<file path="src/rtl/prime_factor.sv">
// Trial-division prime factoriser: accepts one number on go and streams its
// prime factors smallest first (with repeats) over a valid/ack interface.
module prime_factor #(
  parameter int WIDTH_LOG = 4,
  localparam int WIDTH = 1 << WIDTH_LOG
) (
  input  logic             clk,
  input  logic             rst,
  input  logic             go,
  input  logic [WIDTH-1:0] n,
  output logic             ready,
  output logic             error,
  output logic             fac_valid,
  output logic [WIDTH-1:0] fac,
  output logic             fac_last,
  input  logic             fac_ack,
  output logic [2:0]       state
);

  // Handshakes: a command is taken on a clock edge where go=1 and ready=1;
  // a factor is taken on a clock edge where fac_valid=1 and fac_ack=1.
  // fac/fac_last are stable while fac_valid=1 and not yet taken.

  localparam logic [2:0] S_IDLE  = 3'd0;
  localparam logic [2:0] S_ERR   = 3'd1;
  localparam logic [2:0] S_CHECK = 3'd2;
  localparam logic [2:0] S_DIV   = 3'd3;
  localparam logic [2:0] S_EMIT  = 3'd4;

  localparam logic [WIDTH_LOG-1:0] CNT_LAST = WIDTH_LOG'(WIDTH - 1);
  localparam logic [WIDTH+1:0]     DSQ_FOUR = (WIDTH+2)'(4);
  localparam logic [WIDTH+1:0]     DSQ_NINE = (WIDTH+2)'(9);

  logic [2:0]           state_nx;
  logic [WIDTH-1:0]     m, m_nx;
  logic [WIDTH-1:0]     d, d_nx;
  logic [WIDTH+1:0]     dsq, dsq_nx;
  logic [WIDTH-1:0]     q, q_nx;
  logic [WIDTH-1:0]     r, r_nx;
  logic [WIDTH_LOG-1:0] cnt, cnt_nx;

  logic [WIDTH:0]       r_sh;
  logic [WIDTH:0]       r_sub;
  logic                 take;

  logic                 ready_nx;
  logic                 error_nx;
  logic                 fac_valid_nx;
  logic [WIDTH-1:0]     fac_nx;
  logic                 fac_last_nx;

  // State, datapath and registered outputs.
  always_ff @(posedge clk) begin
    if (rst) begin
      state     <= S_IDLE;
      m         <= '0;
      d         <= '0;
      dsq       <= '0;
      q         <= '0;
      r         <= '0;
      cnt       <= '0;
      ready     <= 1'b1;
      error     <= 1'b0;
      fac_valid <= 1'b0;
      fac       <= '0;
      fac_last  <= 1'b0;
    end else begin
      state     <= state_nx;
      m         <= m_nx;
      d         <= d_nx;
      dsq       <= dsq_nx;
      q         <= q_nx;
      r         <= r_nx;
      cnt       <= cnt_nx;
      ready     <= ready_nx;
      error     <= error_nx;
      fac_valid <= fac_valid_nx;
      fac       <= fac_nx;
      fac_last  <= fac_last_nx;
    end
  end

  // One restoring-division step: shift the next dividend bit into the
  // partial remainder and subtract the divisor if it fits.
  always_comb begin
    r_sh  = {r, q[WIDTH-1]};
    r_sub = r_sh - {1'b0, d};
    take  = (r_sh >= {1'b0, d});
  end

  // Next state and datapath.
  always_comb begin
    state_nx = state;
    m_nx     = m;
    d_nx     = d;
    dsq_nx   = dsq;
    q_nx     = q;
    r_nx     = r;
    cnt_nx   = cnt;
    case (state)
      S_IDLE, S_ERR: begin
        if (go) begin
          if (n == '0) begin
            state_nx = S_ERR;
          end else begin
            m_nx     = n;
            d_nx     = WIDTH'(2);
            dsq_nx   = DSQ_FOUR;
            state_nx = S_CHECK;
          end
        end
      end
      S_CHECK: begin
        if (dsq > {2'b00, m}) begin
          state_nx = (m > WIDTH'(1)) ? S_EMIT : S_IDLE;
        end else begin
          q_nx     = m;
          r_nx     = '0;
          cnt_nx   = '0;
          state_nx = S_DIV;
        end
      end
      S_DIV: begin
        q_nx   = {q[WIDTH-2:0], take};
        r_nx   = take ? r_sub[WIDTH-1:0] : r_sh[WIDTH-1:0];
        cnt_nx = cnt + 1'b1;
        if (cnt == CNT_LAST) begin
          if (r_nx == '0) begin
            // Keep d so a repeated factor is found again on the next pass.
            m_nx     = q_nx;
            state_nx = S_EMIT;
          end else begin
            if (d == WIDTH'(2)) begin
              d_nx   = WIDTH'(3);
              dsq_nx = DSQ_NINE;
            end else begin
              // (d+2)^2 = d^2 + 4d + 4
              d_nx   = d + WIDTH'(2);
              dsq_nx = dsq + {d, 2'b00} + DSQ_FOUR;
            end
            state_nx = S_CHECK;
          end
        end
      end
      S_EMIT: begin
        if (fac_ack) begin
          state_nx = fac_last ? S_IDLE : S_CHECK;
        end
      end
      default: begin
        state_nx = 'x;
        m_nx     = 'x;
        d_nx     = 'x;
        dsq_nx   = 'x;
        q_nx     = 'x;
        r_nx     = 'x;
        cnt_nx   = 'x;
      end
    endcase
  end

  // Next values of the registered outputs.
  always_comb begin
    ready_nx     = (state_nx == S_IDLE) || (state_nx == S_ERR);
    error_nx     = (state_nx == S_ERR);
    fac_valid_nx = (state_nx == S_EMIT);
    fac_nx       = fac;
    fac_last_nx  = fac_last;
    if (state == S_CHECK && state_nx == S_EMIT) begin
      fac_nx      = m;
      fac_last_nx = 1'b1;
    end else if (state == S_DIV && state_nx == S_EMIT) begin
      fac_nx      = d;
      fac_last_nx = 1'b0;
    end
  end

endmodule
</file>
<file path="config.mk">
export PLATFORM = sky130hd
export DESIGN_NAME = prime_factor
export DESIGN_NICKNAME = d
export VERILOG_FILES = /design/src/rtl/prime_factor.sv
export SDC_FILE = /design/constraint.sdc
export NUM_CORES = 1
export LEC_CHECK = 0
export BUFFER_PORTS_ARGS = -buffer_cell sky130_fd_sc_hd__buf_2
export CELL_PAD_IN_SITES_DETAIL_PLACEMENT = 1
export CELL_PAD_IN_SITES_GLOBAL_PLACEMENT = 1
export CORE_MARGIN = 8
export CORE_UTILIZATION = 43
export CTS_BUF_LIST = sky130_fd_sc_hd__clkbuf_8
export DETAILED_ROUTE_END_ITERATION = 12
export PLACE_DENSITY = 0.82
export SYNTH_ARGS = -nofsm -noshare
export SYNTH_HDL_FRONTEND = slang
export SYNTH_SLANG_ARGS = --single-unit
</file>
<file path="constraint.sdc">
create_clock -name clk -period 3.5 [get_ports clk]
set_clock_uncertainty 0.05 [all_clocks]
set_input_delay 0.175 -clock clk [delete_from_list [all_inputs] [get_ports clk]]
set_output_delay 0.175 -clock clk [all_outputs]
set_load 0.02 [all_outputs]
</file>
# Word level (Yosys, flattened, before mapping)
# Cells that the tools add are included.
[totals]
register_bits = 109
latchBits = 0
ramBits = 0
mem_bits_ro = 0
inputBits = 20
output_inout_bits = 23
elab_cells = 87
memories = 0
[classes]
n_addsub = 5
n_mul = 0
n_div = 0
order_cmp = 3
n_eq_ne = 14
n_shift = 0
mux = 37
bitwise = 2
reduce_logical = 14
[op_table]
columns = ["op", "count"]
rows = [
  ["$mux W16", 14],
  ["$pmux W16 S2", 4],
  ["$mux W18", 5],
  ["$pmux W18 S2", 1],
  ["$logic_not A16 Y1", 2],
  ["$add A18 B18 Y18", 1],
  ["$add A18 B3 Y18 const B", 1],
  ["$gt A18 B16 Y1", 1],
  ["$mux W3", 6],
  ["$ge A17 B16 Y1", 1],
  ["$add A16 B2 Y16 const B", 1],
  ["$eq A16 B2 Y1 const B", 1],
  ["$gt A16 B1 Y1 const B", 1],
  ["$sub A16 B16 Y16", 1],
  ["$ne A2 B2 Y1 const B", 6],
  ["$pmux W3 S4", 1],
  ["$reduce_and A5 Y1", 2],
  ["$pmux W4 S2", 1],
  ["$eq A3 B1 Y1 const B", 2],
  ["$eq A3 B2 Y1 const B", 2],
  ["$eq A3 B3 Y1 const B", 2],
  ["$logic_not A3 Y1", 2],
  ["$add A4 B1 Y4 const B", 1],
  ["$eq A4 B4 Y1 const B", 1],
  ["10 further kinds", 15],
]

# Logic depth before layout (Yosys ltp)
[logic_depth]
word_depth = 10
mapped_depth = 16
mapped_depth_nobuf = 16

# Worst setup path before layout
# Ideal clock, no wire load.
[synth_timing]
path_kind = "flip-flop to flip-flop"
from = "register d[1]"
to = "register m[6]"
setup_time_ns = 0.087
arrival_time_ns = 3.355
t_required_ns = 3.363
path_slack_ns = 0.008
path_stages_with_launch = 14
n_path_buf = 1
period_less_slack_ns = 3.492
path_cell_list = "dfxtp_1 > inv_1 > ha_1 > nand2b_1 > a211oi_4 > o21ai_2 > a311oi_2 > mux2i_1 > a22oi_2 > o41ai_4 > a21oi_2 > clkbuf_1 > or4_1 > o31ai_1"
[synth_via]
elab_chain_len = 5
[synth_lines]
columns = ["element", "line", "source"]
rows = [
  ["start: declaration", "36", "logic [WIDTH-1:0] d, d_nx;"],
  ["start signal: assignment", "70", "d <= d_nx;"],
  ["$sub A16 B16 Y16 / $ge A17 B16 Y1 (equally long branches)", "87, 88", ""],
  ["$mux W16 *", "125", "r_nx = take ? r_sub[WIDTH-1:0] : r_sh[WIDTH-1:0];"],
  ["$logic_not A16 Y1 *", "128", "if (r_nx == '0) begin"],
  ["$ne A2 B2 Y1 (no line) *", "--", ""],
  ["$reduce_and A5 Y1 (no line) *", "--", ""],
  ["end signal: assignment", "69", "m <= m_nx;"],
  ["end: declaration", "35", "logic [WIDTH-1:0] m, m_nx;"],
]
# Mark *: on every way between the ends. The rest lies on a longest branch, timed or not.
# A chain may end at the register's enable or synchronous reset.

# Worst setup path after layout
[layout_timing]
from = "register d[7]"
to = "register d[5]"
[layout_via]
elab_chain_len = 5
[layout_lines]
columns = ["element", "line", "source"]
rows = [
  ["$sub A16 B16 Y16, or another cell as far along", "87", "r_sub = r_sh - {1'b0, d};"],
  ["$mux W16 (on tied branches)", "125, 133", ""],
  ["$logic_not A16 Y1 / $mux W16 (equally long branches)", "128", ""],
  ["$ne A2 B2 Y1 (no line) / $mux W16 (equally long branches)", "--", ""],
  ["$reduce_and A5 Y1 (no line) / $pmux W16 S2 (equally long branches)", "--", ""],
]
# Several ways; a longest one is shown, not always the timed one. The select of a mux whose other input is x is not followed.

==> qor.yml <==
yosys:
  yosys.area_share.adder_pct: 11.25
  synth_top_family_by_area: "compound AO/OA/AOI/OAI gates"
  synth.avg_cell_area_sq_um: 7.989
  synthXorXnorAreaFrac_pct: 2.898
  ys.flop_type: "dfxtp_1"
  synthSimpleGateAreaFrac_pct: 20.61
  synth_edf_count: 0
  syn_inst: 908
  synth_cell_type_count: 72
  yosysSeqAreaShare_pct: 29.80
  synth.area.mux_share_pct: 2.380
  yosysMostFrequentCell: "dfxtp_1"
  synth_compound_area_share_pct: 27.66
  synth_area_sq_mm: 0.007254
  netlist.area_leader.share_pct: 29.80
  synthArstFlopShare_pct: 0
  synth_common_cells: "dfxtp_1, a21oi_1, nor2_1"
  synth_area_leaders: "dfxtp_1, ha_1, a21oi_1"
  ys.warnings.count: 0
  syn-num-nets: 992
  yosysTopAreaCell: "dfxtp_1"
  yosys_register_bits: 108
clock_tree:
  htreeDepth: 3
  clock_latency_ns: 0.41
  clockBufferDepth: 2
  cts_buffers: 9
  cts_root_buf: "clkbuf_8"
  clkTransAtPathRegs_ns: 0.13
  clock-sinks: 108
  hold_buffers: 0
  tritoncts: "done"
place:
  io_buffer_count: 42
  dp_hpwl_um: 20100
  place_congestion: 0.9333
sta:
  fmax_mhz: 266.9
  whs_ns: 0.1092
  slew_headroom_pct: -10.50
  setup_ws_ns: -0.2461
  min_period_ns: 3.746
  hold_violations: 0
  worstMarginPinSlew_ns: 1.616
  grt_setup_unrepaired: "true"
  tns_ns: -5.389
  timing.final.crit_share_pct: 107.0
  slew_viol_final: 3
  setup_viol: 58
final_layout:
  layout.nets: 1135
  seq_area_sq_mm: 0.002171
  multi_input_area_sq_mm: 0.005149
  fillers: 1992
  n_antenna_cell: 0
  drive_gt1_share_pct: 27.65
  area_growth_pct: 28.10
worst_setup_path:
  arrival_ns: 4.01
  required_ns: 3.76
  cp-end-kind: "flop"
  crit_type: "flop to flop"
  cp_max_fo: 6
  start_kind: "flop"
power_and_ir_drop:
  ir_drop_uv: 326.3
  fin_total_pwr_uw: 5127
  power_density_mw_per_mm2: 551.7
  power.leakage_uw: 0.003904
global_route:
  track_usage_pct: 24.30
  antenna_found_initial: 0
  grt_pass1_vias: 8105
  grt_pass1_wl_um: 42220
  grt-ovfl-total: 0
  grt_max_degree: 75
floorplan:
  start_util_pct: 43.90
  num_rows: 47
  core_sq_mm: 0.01652
  die_area_sq_mm: 0.02128
  dieWidth_um: 145.9
  io_pins: 43
  die_h_um: 145.9
status:
  violations: "capacitance limit, slew limit, setup timing"
  status: "complete, but fails checks"
min_path:
  hp-class: "input pin to flop"
run:
  drv_cap: 1
route:
  vias_per_cell: 6.408
  antenna_left: 0
  vias: 8177
  post-route-drc-count: 0
  wl_um: 30060
  dr.first_iter.drc_count: 663
  wl_per_cell_um: 23.56
  drtPass1Iterations: 5
where the power goes:
group / leakage [uW] / internal (uW) / switching [uW] / total, uW
combinational: 0.00293 / 1270 / 1680 / 2940
clock: 0.0000892 / 271 / 507 / 777
sequential: 0.000880 / 1320 / 83.3 / 1400
total: 0.00390 / 2860 / 2270 / 5130
state kept, by name (all words and copies together), names as in the netlist, 3 cells and up:
register  flops
cnt           4
d            16
dsq          17
fac          16
m            16
q            16
r            16
state         3
routing by layer:
layer	up-vias	routed length [um]	track usage [%]
li1	3670	-	-
met1	3950	11330	27.61
met2	393	14870	42.40
met3	164	1801	4.073
met4	0	2059	13.74
met5	-	0	0
logic make-up (layout without fill, tap and decap cells):
group,count (synthesis),after routing
fa+ha+maj,64,64
xor+xnor,24,24
mux,17,17
flops,108,108
buf+inv,100,246
simple gates,301,301
compound gates,294,296
path summary, 6_finish.rpt:
path / start / endpoint / slack, ns / cells after the start
worst max-delay path: d[7]$_SDFFE_PP0P_ / d[5]$_SDFFE_PP0P_ / -0.25 / 15
worst min-delay path: n[1] / m[1]$_SDFFE_PP0P_ / 0.11 / 4
worst max register to register: d[7]$_SDFFE_PP0P_ / d[5]$_SDFFE_PP0P_ / -0.25 / 15
worst min register to register: dsq[0]$_SDFFE_PP0P_ / dsq[0]$_SDFFE_PP0P_ / 0.44 / 2
cells in the final DEF (no fill, tap or decap), types with 7 or more instances in the layout:
cell      Yosys  layout
o21ai_1       5       9
xor2_1        9       9
nor2_2        0       7
nor4_1       16      16
nor2b_1       8       7
nand2_1      56      52
o22ai_1      20      20
nand2b_1      9       9
a31oi_1      10       7
dfxtp_1     108     103
a21boi_0     15      15
a21oi_1      82      73
or4_4         0       7
nor2_1       81      73
nand3_1      22      21
buf_4         1     122
buf_6         0      12
nand4_1      14      14
and3_1       25      25
nor3_1       36      32
or4_1        16       9
mux2i_1      15      11
ha_1         62      58
a211oi_1     32      30
clkbuf_8      0       9
a21o_1       11      11
inv_1        49      48
o31ai_1      20      15
o21ai_0      26      17
buf_2        10      43
a21oi_2       1      10
xnor2_1      15      15
o21a_1       22      21
repair_timing:
action | 4_1_cts | 5_1_grt
gates cloned | 0 | 4
pin swaps | 6 | 31
gates resized for setup | 17 | 100
buffers inserted | 4 | 14
endpoints found under the setup margin | 63 | 97
cell type report:
type                            instances  area share (%)
Clock inverter                          7          0.6463
Clock buffer                            9           1.333
Tap cell                              220           2.962
Multi-Input combinational cell        702           55.41
Sequential cell                       108           23.36
Inverter                               50           2.020
Timing Repair Buffer                  180           14.27
per-stage QoR:
step | setup slack (ns) | instances | instance area [sq um] | utilization (%)
after floorplan | 0.008151 | 908 | 7254 | -
after global placement | -0.1351 | 1239 | 8471 | 51.26
after detailed placement | -0.2215 | 1239 | 8471 | 51.26
after CTS | 0.004077 | 1259 | 8752 | 52.96
after global routing | -0.3582 | 1276 | 9293 | 56.24
final | -0.2461 | 1276 | 9293 | 56.24
worst max-delay path, cell delays in order, from the launching register on:
cell and delay, ns:
dfxtp_1 0.35, inv_1 0.12, ha_4 0.29, a21o_1 0.19, a21oi_1 0.29, o31a_1 0.18
o211ai_1 0.17, o311a_1 0.40, o21a_1 0.22, o31a_4 0.42, buf_4 0.19, nand2_4 0.08
buf_6 0.13, nand4_1 0.13, buf_4 0.22, o31ai_2 0.23
No activity file was read; power rests on OpenSTA's default activity.
